$ cat config.mk
export PLATFORM = sky130hd
export DESIGN_NAME = rcb_spi_master
export DESIGN_NICKNAME = d
export VERILOG_FILES = /design/src/rtl/rcb_spi_master.sv
export SDC_FILE = /design/constraint.sdc
export NUM_CORES = 1
export LEC_CHECK = 0
export ABC_CLOCK_PERIOD_IN_PS = 5190
export BUFFER_PORTS_ARGS = -buffer_cell sky130_fd_sc_hd__buf_4
export CAP_MARGIN = 30
export CELL_PAD_IN_SITES_DETAIL_PLACEMENT = 0
export CELL_PAD_IN_SITES_GLOBAL_PLACEMENT = 1
export CORE_MARGIN = 2
export CORE_UTILIZATION = 48
export CTS_CLUSTER_SIZE = 14
export DETAILED_ROUTE_END_ITERATION = 8
export GPL_ROUTABILITY_DRIVEN = 1
export PLACE_DENSITY_LB_ADDON = 0.1
export SYNTH_ARGS = -nofsm -noshare
export SYNTH_HDL_FRONTEND = slang
export SYNTH_SLANG_ARGS = --single-unit
$ cat constraint.sdc
create_clock -name clk_100m -period 5.19 [get_ports clk_100m]
set_input_delay 0 -clock clk_100m [delete_from_list [all_inputs] [get_ports clk_100m]]
set_output_delay 0 -clock clk_100m [all_outputs]
set_load 0.005 [all_outputs]
$ cat src/rtl/rcb_spi_master.sv
// Single-word SPI master: programmable clock polarity/phase, SCLK divider, chip-select
// setup/hold/gap timing and abort. Every output comes straight from a flop.
module rcb_spi_master #(
    parameter int unsigned DATA_W   = 32,
    parameter int unsigned CLK_DIV  = 10,
    parameter int unsigned CPOL     = 0,
    parameter int unsigned CPHA     = 0,
    parameter int unsigned N_CS     = 1,
    parameter int unsigned CS_SETUP = 2,
    parameter int unsigned CS_HOLD  = 2,
    parameter int unsigned CS_GAP   = 4,
    localparam int unsigned CS_W    = (N_CS > 1) ? $clog2(N_CS) : 1
) (
    input  logic              clk_100m,
    input  logic              rst_n,
    input  logic              start,
    input  logic [DATA_W-1:0] tx_data,
    input  logic [CS_W-1:0]   cs_sel,
    input  logic              abort,
    output logic              busy,
    output logic              done,
    output logic [DATA_W-1:0] rx_data,
    output logic              sclk,
    output logic [N_CS-1:0]   cs_n,
    output logic              mosi,
    input  logic              miso
);

    localparam int unsigned BCW     = $clog2(DATA_W) + 1;
    localparam int unsigned MAX_AB  = (CS_SETUP > CLK_DIV) ? CS_SETUP : CLK_DIV;
    localparam int unsigned MAX_CD  = (CS_HOLD > CS_GAP) ? CS_HOLD : CS_GAP;
    localparam int unsigned CNT_MAX = (MAX_AB > MAX_CD) ? MAX_AB : MAX_CD;
    localparam int unsigned CNT_W   = $clog2(CNT_MAX + 1);
    localparam logic        IDLE_LVL = (CPOL != 0);

    localparam logic [2:0] StIdle  = 3'd0;
    localparam logic [2:0] StSetup = 3'd1;
    localparam logic [2:0] StShift = 3'd2;
    localparam logic [2:0] StHold  = 3'd3;
    localparam logic [2:0] StGap   = 3'd4;

    logic [2:0]        state_q, state_d;
    logic [CNT_W-1:0]  cnt_q, cnt_d;
    logic [BCW-1:0]    bit_cnt_q, bit_cnt_d;
    logic [DATA_W-1:0] tx_q, tx_d;
    logic [DATA_W-1:0] rx_sh_q, rx_sh_d;
    logic [DATA_W-1:0] rx_data_q, rx_data_d;
    logic              sclk_q, sclk_d;
    logic [N_CS-1:0]   cs_n_q, cs_n_d;
    logic              mosi_q, mosi_d;
    logic              done_q, done_d;
    logic              busy_q, busy_d;

    logic              tick;
    logic              leading;
    logic              sample_edge;
    logic [N_CS-1:0]   sel_onehot;

    assign tick        = (cnt_q == '0);
    // sclk still at its idle level means the next toggle is a leading edge
    assign leading     = (sclk_q == IDLE_LVL);
    assign sample_edge = (CPHA != 0) ? !leading : leading;

    // Out-of-range selects fall back to chip select 0
    always_comb begin
        sel_onehot = '0;
        for (int unsigned i = 0; i < N_CS; i++) begin
            sel_onehot[i] = (32'(cs_sel) == i);
        end
        if (sel_onehot == '0) begin
            sel_onehot[0] = 1'b1;
        end
    end

    always_comb begin
        state_d   = state_q;
        cnt_d     = cnt_q;
        bit_cnt_d = bit_cnt_q;
        tx_d      = tx_q;
        rx_sh_d   = rx_sh_q;
        rx_data_d = rx_data_q;
        sclk_d    = sclk_q;
        cs_n_d    = cs_n_q;
        mosi_d    = mosi_q;
        done_d    = 1'b0;

        case (state_q)
            StIdle: begin
                if (start) begin
                    state_d   = StSetup;
                    cnt_d     = CNT_W'(CS_SETUP - 1);
                    bit_cnt_d = BCW'(DATA_W);
                    rx_sh_d   = '0;
                    cs_n_d    = ~sel_onehot;
                    sclk_d    = IDLE_LVL;
                    // CPHA=0 slaves sample on the first edge, so the MSB leads cs_n
                    if (CPHA == 0) begin
                        mosi_d = tx_data[DATA_W-1];
                        tx_d   = {tx_data[DATA_W-2:0], 1'b0};
                    end else begin
                        mosi_d = 1'b0;
                        tx_d   = tx_data;
                    end
                end
            end
            StSetup: begin
                if (tick) begin
                    state_d = StShift;
                    cnt_d   = CNT_W'(CLK_DIV - 1);
                end else begin
                    cnt_d = cnt_q - CNT_W'(1);
                end
            end
            StShift: begin
                if (tick) begin
                    cnt_d  = CNT_W'(CLK_DIV - 1);
                    sclk_d = ~sclk_q;
                    if (sample_edge) begin
                        rx_sh_d   = {rx_sh_q[DATA_W-2:0], miso};
                        bit_cnt_d = bit_cnt_q - BCW'(1);
                    end else begin
                        mosi_d = tx_q[DATA_W-1];
                        tx_d   = {tx_q[DATA_W-2:0], 1'b0};
                    end
                    // Finish on the final trailing edge so sclk is back at idle level
                    if (!leading && bit_cnt_d == '0) begin
                        state_d = StHold;
                        cnt_d   = CNT_W'(CS_HOLD - 1);
                    end
                end else begin
                    cnt_d = cnt_q - CNT_W'(1);
                end
            end
            StHold: begin
                if (tick) begin
                    state_d   = StGap;
                    cnt_d     = CNT_W'(CS_GAP - 1);
                    cs_n_d    = '1;
                    sclk_d    = IDLE_LVL;
                    mosi_d    = 1'b0;
                    done_d    = 1'b1;
                    rx_data_d = rx_sh_q;
                end else begin
                    cnt_d = cnt_q - CNT_W'(1);
                end
            end
            StGap: begin
                if (tick) begin
                    state_d = StIdle;
                end else begin
                    cnt_d = cnt_q - CNT_W'(1);
                end
            end
            default: begin
                state_d = StIdle;
                cs_n_d  = '1;
                sclk_d  = IDLE_LVL;
                mosi_d  = 1'b0;
            end
        endcase

        // Abort overrides any normal completion in the same cycle
        if (abort && (state_q == StSetup || state_q == StShift || state_q == StHold)) begin
            state_d   = StGap;
            cnt_d     = CNT_W'(CS_GAP - 1);
            sclk_d    = IDLE_LVL;
            cs_n_d    = '1;
            mosi_d    = 1'b0;
            done_d    = 1'b0;
            rx_data_d = rx_data_q;
        end

        busy_d = (state_d != StIdle);
    end

    always_ff @(posedge clk_100m or negedge rst_n) begin
        if (!rst_n) begin
            state_q   <= StIdle;
            cnt_q     <= '0;
            bit_cnt_q <= '0;
            tx_q      <= '0;
            rx_sh_q   <= '0;
            rx_data_q <= '0;
            sclk_q    <= IDLE_LVL;
            cs_n_q    <= '1;
            mosi_q    <= 1'b0;
            done_q    <= 1'b0;
            busy_q    <= 1'b0;
        end else begin
            state_q   <= state_d;
            cnt_q     <= cnt_d;
            bit_cnt_q <= bit_cnt_d;
            tx_q      <= tx_d;
            rx_sh_q   <= rx_sh_d;
            rx_data_q <= rx_data_d;
            sclk_q    <= sclk_d;
            cs_n_q    <= cs_n_d;
            mosi_q    <= mosi_d;
            done_q    <= done_d;
            busy_q    <= busy_d;
        end
    end

    assign busy    = busy_q;
    assign done    = done_q;
    assign rx_data = rx_data_q;
    assign sclk    = sclk_q;
    assign cs_n    = cs_n_q;
    assign mosi    = mosi_q;

endmodule

==> results.py, run 1 <==
metrics = {
    "run_status": {
        "outcome": "finished, final reports clean",
    },
    "sta": {
        "fmax_mhz": 359.8,
        "maxSlewHeadroom": 0.4388,
        "finalWorstPathRequiredPeriod_ps": 2779,
        "setup_viol": 0,
        "fin_hold_ws_ps": 105.5,
        "finClkSkew_ps": 5.769,
        "rsz0062_at_grt": "false",
        "hold_viol_final": 0,
        "tightestPinTransition_ps": 841.9,
        "post-route-period-util": 0.5355,
        "tns_ps": 0,
        "slew_violations": 0,
    },
    "synthesis": {
        "yosysTopAreaCell": "dfrtp_1",
        "syn_nets": 524,
        "yosys-top-cells-count": "112 x dfrtp_1, 73 x nand2_1, 42 x nor2_1, 37 x a21oi_1, 32 x mux2_1",
        "synth_edf_count": 0,
        "synth_seq_cells": 113,
        "ys_seq_area_frac": 0.5561,
        "synth_top_area_frac": 0.5509,
        "netlist_instances": 483,
        "synthFlopType": "dfrtp_1",
        "mappedNetlistArea_mm2": 0.005087,
        "synthTopCellsByArea": "dfrtp_1 55%, mux2_1 7.1%, mux2i_1 6.1%, nand2_1 5.4%, a21oi_1 3.6%",
        "synth.most_common_cell": "dfrtp_1",
        "ys.warnings.count": 0,
        "yosys.cell_types.count": 53,
        "async_reset_ff_frac": 1.000,
        "synth.avg_cell_area_um2": 10.53,
    },
    "power": {
        "pwr_density_cell_mw_per_mm2": 460.9,
        "switchingPower_uw": 886.4,
        "intPower_uw": 2228,
        "power_leakage_uw": 0.003101,
        "peakVddDrop_mv": 0.2747,
        "finalPower_uw": 3115,
        "netSwitchingFraction": 0.2846,
        "seqPwrFrac": 0.377,
        "clockPowerShare": 0.413,
        "combPwrFrac": 0.210,
    },
    "detailed_routing": {
        "vias": 3796,
        "finalWirelength_mm": 10.13,
        "first_pass_iters": 4,
        "drc": 0,
        "ant_nets": 0,
        "wl_per_cell_um": 13.82,
        "viasPerCell": 5.179,
        "drtIter0Drc": 156,
    },
    "worst_setup_path": {
        "timing.critical_path.from": "cnt_q[0]",
        "end_kind": "flip-flop",
        "startpoint_type": "flip-flop",
        "rrSetupSlack_ps": 2410,
        "path_max_fanout": 14,
        "rr_worst_depth": 7,
        "crit_arrival_ps": 3180,
        "r2r_start": "cnt_q[0]",
        "r2r-end": "cnt_q[0]",
        "required_ps": 5590,
        "crit_type": "flip-flop to flip-flop",
    },
    "grt": {
        "first_global_vias": 3760,
        "antenna_found_initial": 0,
        "grt_pass1_wl_mm": 17.69,
        "gr-total-overflow": 0,
        "grt_max_degree": 67,
        "track_usage": 0.1958,
    },
    "cts": {
        "root_buffer": "clkbuf_8",
        "postCtsSetupRepairBufs": 0,
        "cts_max_path_buffers": 2,
        "clk_pin_slew_worst_paths_ps": 60,
        "htreeDepth": 4,
        "cts_sinks": 113,
        "numCtsBuffers": 17,
        "cts_tree": "done",
        "insertion_delay_ps": 510,
    },
    "worst_hold_path": {
        "hold_class": "primary input to asynchronous set/reset pin",
    },
    "die": {
        "die-height_um": 107.0,
        "rows": 37,
        "die_area_mm2": 0.01144,
        "core_region_area_mm2": 0.01032,
        "start_util": 0.4928,
        "fp.dieW_um": 107.0,
        "io_pins": 75,
    },
    "place": {
        "dpl_cell_area_mm2": 0.005741,
        "gp_congestion": 0.7324,
        "hpwlAfterDp_mm": 6.095,
        "io_buffer_count": 73,
    },
    "finish": {
        "antennaDiodeCount": 0,
        "final_area_mm2": 0.006758,
        "drive_above_1_share": 0.2060,
        "layout.nets": 625,
        "area_growth_pct": 32.83,
    },
    "run": {
        "drv_cap": 0,
    },
}
layer usage:
layer / share of wire / global-route usage / routed length, um / vias up
met1: 0.48 / 0.2609 / 4816 / 1837
met4: 0.0096 / 0.06679 / 97 / 0
met3: 0.036 / 0.05775 / 367 / 9
met2: 0.48 / 0.3076 / 4849 / 72
met5: 0 / 0 / 0 / -
li1: - / - / - / 1878
metrics by stage:
stage                     cells  utilization  worst slack, ps
after floorplan             483            -             2913
after global placement      664       0.5534             2264
after detailed placement    665       0.5561             2365
after CTS                   733       0.6546             2376
after global routing        733       0.6546             2208
final                       733       0.6546             2411
critical path: stages, from the launching register on:
cell and delay (ps):
dfrtp_1 440, inv_1 110, ha_1 240, nor3b_4 570, nor3_2 90, or3_4 420
nor4_4 460, mux2_4 330
state kept, by name (all words and copies together) (netlist names):
signal,count
bit_cnt_q,6
busy,1
cnt_q,4
cs_n,1
done,1
mosi,1
rx_data,32
rx_sh_q,32
sclk,1
state_q,3
tx_q,31
area by class of cell:
cell class / count / area (um^2)
Timing Repair Buffer: 115 / 973.4
Multi-Input combinational cell: 325 / 2083
Sequential cell: 113 / 2829
Inverter: 12 / 45.04
Clock inverter: 11 / 207.7
Tap cell: 136 / 170.2
Fill cell: 822 / 3566
Clock buffer: 21 / 449.2
how the worst max path moves through the flow:
stage | end | slack, ps | depth (start not counted)
final | cnt_q[0] | 2410 | 7
after global routing | bit_cnt_q[5] | 2210 | 6
after CTS | cnt_q[0] | 2380 | 7
after detailed placement | cnt_q[0] | 2360 | 7
after global placement | bit_cnt_q[5] | 2260 | 5
after floorplan | cnt_q[0] | 2910 | 7
cells by family (layout without fill, tap and decap cells):
kind of cell,Yosys count,after routing,share of synthesized area
compound gates,105,105,0.1188
xor+xnor,1,1,0.001722
fa+ha+maj,3,3,0.007379
buf+inv,45,159,0.03787
flops,113,113,0.5561
mux,65,65,0.1377
simple gates,151,151,0.1404
repair_timing:
action,4_1_cts,5_1_grt
endpoints found under the hold margin,101,0
hold buffers,36,0
resized for setup,0,0
power groups by stage:
| stage | logic [uW] | registers (uW) | clock network, uW |
|---|---|---|---|
| global placement | 613 | 1180 | 0 |
| finish | 653 | 1180 | 1290 |
| CTS | 659 | 1170 | 1310 |
| global route | 742 | 1200 | 1350 |
| floorplan | 535 | 1130 | 0 |
| detailed placement | 635 | 1190 | 0 |
placed cells by master (no fill, tap or decap), drive strengths merged, types with 3 or more instances in the layout:
master	Yosys	layout
o41ai	3	3
nor2	42	42
ha	3	3
bufinv	0	6
nor3	8	8
nor4	3	3
inv	12	12
mux2	34	34
nand2	73	73
clkbuf	27	21
o31ai	7	7
mux2i	31	31
a21oi	37	37
buf	6	79
dfrtp	112	112
clkinv	0	4
o22ai	3	3
o21ai	41	41
dlygate4sd3	0	36
nand2b	6	6
No activity file was read; power rests on OpenSTA's default activity.
==> inputs of run 2 (changes only) <==
--- a/config.mk
+++ b/config.mk
@@ -5,13 +5,13 @@
 export SDC_FILE = /design/constraint.sdc
 export NUM_CORES = 1
 export LEC_CHECK = 0
-export ABC_CLOCK_PERIOD_IN_PS = 5190
+export ABC_CLOCK_PERIOD_IN_PS = 2700
 export BUFFER_PORTS_ARGS = -buffer_cell sky130_fd_sc_hd__buf_4
 export CAP_MARGIN = 30
 export CELL_PAD_IN_SITES_DETAIL_PLACEMENT = 0
 export CELL_PAD_IN_SITES_GLOBAL_PLACEMENT = 1
 export CORE_MARGIN = 2
-export CORE_UTILIZATION = 48
+export CORE_UTILIZATION = 44
 export CTS_CLUSTER_SIZE = 14
 export DETAILED_ROUTE_END_ITERATION = 8
 export GPL_ROUTABILITY_DRIVEN = 1
==> constraint.sdc (replaced) <==
create_clock -name clk_100m -period 2.7 [get_ports clk_100m]
set_input_delay 0 -clock clk_100m [delete_from_list [all_inputs] [get_ports clk_100m]]
set_output_delay 0 -clock clk_100m [all_outputs]
set_load 0.005 [all_outputs]
==> run 2 against run 1 <==
  * Worst hold slack got worse by 46 ps
  * Core utilization fell by 5.8 points
  * Final cell count rose by 1.6%
  * Design area rose by 0.30%
  * Combinational power rose by 110%
  * Non-clock buffer count rose by 6
  * Fmax rose by 16%
  * Clock power rose by 78%
  * Critical endpoint is now cnt_q[1]
  * Largest cell class unchanged
  * Highest routed layer unchanged
==> results.py, run 2 (synthesis gave the netlist of run 1 again) <==
metrics = {
    "worst_hold_path": {
        "hold_class": "primary input to flip-flop",
        "whs_path_depth": 5,
        "hold_start": "start",
    },
    "finish": {
        "drive_above_1_share": 0.2159,
        "layout.nets": 631,
        "num-fill-cells": 968,
        "utilization": 0.5961,
        "mostFrequentLayoutCells": "112 x dfrtp_1, 83 x buf_4, 73 x nand2_1",
        "area_growth_pct": 33.23,
        "antennaDiodeCount": 0,
        "fin_cells": 745,
        "layout_commonest_cell": "dfrtp_1",
    },
    "power": {
        "pwr_density_cell_mw_per_mm2": 867.6,
        "power_leakage_uw": 0.003122,
        "peakVddDrop_mv": 0.5429,
    },
    "cts": {
        "root_buffer": "clkbuf_16",
        "numCtsBuffers": 17,
        "cts_tree": "done",
        "htreeDepth": 4,
        "cts_sinks": 113,
        "postCtsSetupRepairBufs": 0,
        "insertion_delay_ps": 410,
        "cts_max_path_buffers": 2,
        "clk_pin_slew_worst_paths_ps": 50,
    },
    "die": {
        "rows": 39,
        "fp.dieW_um": 111.5,
        "die_area_mm2": 0.01244,
        "io_pins": 75,
        "die-height_um": 111.5,
        "core_region_area_mm2": 0.01137,
        "start_util": 0.4475,
    },
    "grt": {
        "first_global_vias": 3754,
        "grt_pass1_wl_mm": 17.62,
        "antenna_found_initial": 0,
        "gr-total-overflow": 0,
        "grt_max_degree": 67,
        "track_usage": 0.1762,
    },
    "sta": {
        "finalWorstPathRequiredPeriod_ps": 2388,
        "setup_viol": 0,
        "hold_viol_final": 0,
        "tns_ps": 0,
        "finClkSkew_ps": 8.610,
        "slew_violations": 0,
        "post-route-period-util": 0.8846,
        "layout_setup_ws_ps": 311.6,
        "rsz0062_at_grt": "false",
        "tightestPinTransition_ps": 587.2,
        "fmax_mhz": 418.7,
        "maxSlewHeadroom": 0.6085,
    },
    "detailed_routing": {
        "drc": 0,
        "first_pass_iters": 4,
        "ant_nets": 0,
        "drtIter0Drc": 165,
        "viasPerCell": 5.070,
        "wl_per_cell_um": 13.88,
        "finalWirelength_mm": 10.34,
        "vias": 3777,
    },
    "worst_setup_path": {
        "timing.critical_path.from": "cnt_q[0]",
        "crit_arrival_ps": 2680,
        "required_ps": 2990,
        "max_stage_delay_ps": 430,
        "rr_worst_depth": 7,
        "r2r_start": "cnt_q[0]",
        "crit_type": "flip-flop to flip-flop",
        "path_max_fanout": 6,
        "critPathSlowestCell": "dfrtp_1",
        "cp.buffers_inverters": 1,
        "cp_top_family": "simple AND/OR/NAND/NOR gates",
        "startpoint_type": "flip-flop",
        "crit_cells": 7,
        "end_kind": "flip-flop",
        "path_cells": "inv_1 > ha_1 > and4bb_4 > and4_4 > or3_4 > nor4_4 > mux2_4",
    },
    "run_status": {
        "outcome": "finished, final reports clean",
    },
    "place": {
        "dp_cells": 679,
        "hpwlAfterDp_mm": 6.511,
        "dp_worst_setup_slack_ps": 326.1,
        "io_buffer_count": 73,
        "gp_congestion": 0.7803,
    },
    "run": {
        "drv_cap": 0,
    },
}
[run 2: path summary, 6_finish.rpt]
| path | endpoint | slack (ps) |
|---|---|---|
| max in group asynchronous | tx_q[23] | 1810 |
| hold / removal | cs_n | 60 |
| hold reg to reg | rx_sh_q[31] | 480 |
| setup / recovery | cnt_q[1] | 310 |
| setup reg to reg | cnt_q[1] | 310 |
| min in group asynchronous | rx_data[22] | 120 |
[run 2: per-stage QoR]
step                      cell area (um^2)  hold WS, ps  power, uW
after CTS                             6778        34.46       5952
final                                 6778        59.20       5880
after global routing                  6778        94.37       6228
after detailed placement              5821        17.97       3583
after global placement                5821        12.38       3542
after floorplan                       5087       -295.6       3195
[run 2: final cells by class]
class / count / area (um^2) / area share
clock buffers: 19 / 442.9 / 0.06535
flip-flops and latches: 113 / 2829 / 0.4174
clock inverters: 12 / 163.9 / 0.02418
well taps: 143 / 178.9 / 0.02640
multi-input cells: 325 / 2085 / 0.3076
repair buffers: 121 / 1033 / 0.1525
inverters: 12 / 45.04 / 0.006646
[run 2: metal layers]
metal	part of all wire	global-route usage
met1	0.46	0.2233
met2	0.48	0.2850
met3	0.033	0.04682
met4	0.018	0.07984
met5	0	0
[run 2: what timing repair did]
item / CTS / global route
endpoints found under the hold margin: 76 / 0
gates resized for setup: 0 / 0
hold buffers: 35 / 0
[run 2: where the power goes]
part           switching [uW]  total, uW  internal [uW]
registers                 229       2230           2000
logic                     742       1360            616
clock network             742       2290           1550
[run 2: worst min-delay path, cell delays in order]
cell and delay, ps:
buf_4 90, nand2b_1 60, a21oi_1 150, nor2_1 50, a2bb2oi_1 120
==> inputs of run 3 (changes only) <==
--- a/config.mk
+++ b/config.mk
@@ -10,12 +10,13 @@
 export CAP_MARGIN = 30
 export CELL_PAD_IN_SITES_DETAIL_PLACEMENT = 0
 export CELL_PAD_IN_SITES_GLOBAL_PLACEMENT = 1
-export CORE_MARGIN = 2
+export CORE_MARGIN = 5
 export CORE_UTILIZATION = 44
 export CTS_CLUSTER_SIZE = 14
 export DETAILED_ROUTE_END_ITERATION = 8
 export GPL_ROUTABILITY_DRIVEN = 1
 export PLACE_DENSITY_LB_ADDON = 0.1
+export REMOVE_ABC_BUFFERS = 1
 export SYNTH_ARGS = -nofsm -noshare
 export SYNTH_HDL_FRONTEND = slang
 export SYNTH_SLANG_ARGS = --single-unit
==> constraint.sdc (replaced) <==
create_clock -name clk_100m -period 2.7 [get_ports clk_100m]
set_input_delay 0 -clock clk_100m [delete_from_list [all_inputs] [get_ports clk_100m]]
set_output_delay 0 -clock clk_100m [all_outputs]
set_load 0.02 [all_outputs]
==> run 3 against run 2 <==
  * Clock-buffer cell count is 9 higher
  * Core utilization is 0.40 points lower
  * Final cell count stayed put
  * Sequential cell count stayed put
  * Design area is 0.66% lower
  * Clock skew is 3.6 ps lower
  * Worst hold slack better by 4.8 ps
  * Largest cell class unchanged
==> results.py, run 3 (synthesis gave the netlist of run 1 again) <==
metrics = {
    "run_status": {
        "outcome": "finished, final reports clean",
    },
    "cts": {
        "cts.repair.resized": 0,
        "numCtsBuffers": 17,
        "htreeDepth": 4,
        "root_buffer": "clkbuf_16",
        "cts_max_path_buffers": 2,
        "holdBufCountCts": 35,
        "postCtsSetupRepairBufs": 0,
        "clk_pin_slew_worst_paths_ps": 50,
        "cts_tree": "done",
        "cts_sinks": 113,
        "insertion_delay_ps": 400,
    },
    "detailed_routing": {
        "drtIter0Drc": 249,
        "finalWirelength_mm": 10.38,
        "drc": 0,
        "vias": 3766,
        "viasPerCell": 5.055,
        "ant_nets": 0,
        "first_pass_iters": 7,
        "wl_per_cell_um": 13.93,
    },
    "sta": {
        "setup_viol": 0,
        "post-route-period-util": 0.8750,
        "slew_violations": 0,
        "maxSlewHeadroom": 0.6099,
        "hold_viol_final": 0,
        "finClkSkew_ps": 5.050,
        "tns_ps": 0,
        "fmax_mhz": 423.3,
        "finalWorstPathRequiredPeriod_ps": 2363,
        "rsz0062_at_grt": "false",
        "tightestPinTransition_ps": 585.2,
        "layout_setup_ws_ps": 337.4,
    },
    "worst_setup_path": {
        "rr_worst_depth": 7,
        "max_stage_delay_ps": 430,
        "path_max_fanout": 6,
        "r2r_start": "cnt_q[0]",
        "cp_top_family": "simple AND/OR/NAND/NOR gates",
        "cp.buffers_inverters": 1,
        "path_cells": "inv_1 > ha_1 > and4bb_4 > and4_4 > or3_4 > nor4_4 > mux2_4",
        "end_kind": "flip-flop",
        "crit_type": "flip-flop to flip-flop",
        "required_ps": 2990,
        "rrSetupSlack_ps": 340,
        "crit_arrival_ps": 2650,
        "critPathSlowestCell": "dfrtp_1",
        "startpoint_type": "flip-flop",
        "r2r-end": "cnt_q[1]",
    },
    "worst_hold_path": {
        "whs_endpoint": "cs_n",
        "hold_class": "primary input to flip-flop",
        "whs_path_depth": 5,
        "hold_start": "start",
    },
    "place": {
        "gp_congestion": 0.7754,
        "dpl_cell_area_mm2": 0.005827,
        "hpwlAfterDp_mm": 6.707,
        "dp_worst_setup_slack_ps": 356.5,
        "io_buffer_count": 73,
    },
    "grt": {
        "track_usage": 0.1619,
        "antenna_found_initial": 0,
        "grt_max_degree": 76,
        "grt_pass1_wl_mm": 18.45,
        "gr-total-overflow": 0,
        "first_global_vias": 3862,
    },
    "die": {
        "io_pins": 75,
        "fp.dieW_um": 117.5,
        "core_region_area_mm2": 0.01137,
        "die_area_mm2": 0.01381,
        "rows": 39,
        "start_util": 0.4475,
        "die-height_um": 117.5,
    },
    "finish": {
        "layout_commonest_cell": "dfrtp_1",
        "antennaDiodeCount": 0,
        "drive_above_1_share": 0.2076,
        "num-fill-cells": 985,
        "area_growth_pct": 32.34,
        "layout.nets": 630,
        "mostFrequentLayoutCells": "112 x dfrtp_1, 81 x buf_4, 73 x nand2_1",
        "final_area_mm2": 0.006733,
    },
    "run": {
        "drv_cap": 0,
    },
    "power": {
        "peakVddDrop_mv": 0.4962,
        "pwr_density_cell_mw_per_mm2": 846.0,
        "power_leakage_uw": 0.003086,
    },
}
[run 3: area by class of cell]
type | instances | area (um^2) | area share
sequential | 113 | 2829 | 0.4202
multi-input combinational | 325 | 2086 | 0.3098
timing repair buffer | 120 | 1039 | 0.1542
clock buffer | 28 | 506.7 | 0.07526
tap | 143 | 178.9 | 0.02658
clock inverter | 4 | 48.80 | 0.007248
inverter | 12 | 45.04 | 0.006690
[run 3: how the worst max path moves through the flow]
stage,end,from,depth (start not counted),slack [ps]
after floorplan,tx_q[10],cnt_q[0],6,-1990
after global placement,cnt_q[1],cnt_q[0],7,390
after detailed placement,cnt_q[1],cnt_q[0],7,360
after CTS,cnt_q[1],cnt_q[0],7,330
after global routing,cnt_q[1],cnt_q[0],7,250
final,cnt_q[1],cnt_q[0],7,340
[run 3: worst reg2reg max path, delay by kind of cell, from the launching register on]
family | cells | cell delay (ps)
simple gates | 4 | 1140
fa+ha+maj | 1 | 260
buf+inv | 1 | 90
flops | 1 | 430
mux | 1 | 330
[run 3: stage by stage]
step | instances | hold WS, ps | util | power, uW
final | 745 | 64.02 | 0.5922 | 5696
after global routing | 745 | 87.94 | 0.5922 | 6052
after CTS | 745 | 39.16 | 0.5922 | 5757
after detailed placement | 678 | 17.25 | 0.5125 | 3608
after global placement | 678 | 13.61 | 0.5125 | 3561
after floorplan | 450 | -295.6 | - | 3152
[run 3: power by group]
part           switching [uW]  internal [uW]  total, uW
clock network             722           1360       2080
registers                 242           2000       2240
logic                     761            610       1370
[run 3: layer usage]
metal | wire [um] | GRT usage | vias to the layer above
met5 | 0 | 0 | -
met4 | 206 | 0.07097 | 0
met3 | 515 | 0.04805 | 15
met2 | 4968 | 0.2493 | 78
met1 | 4691 | 0.2123 | 1792
li1 | - | - | 1881
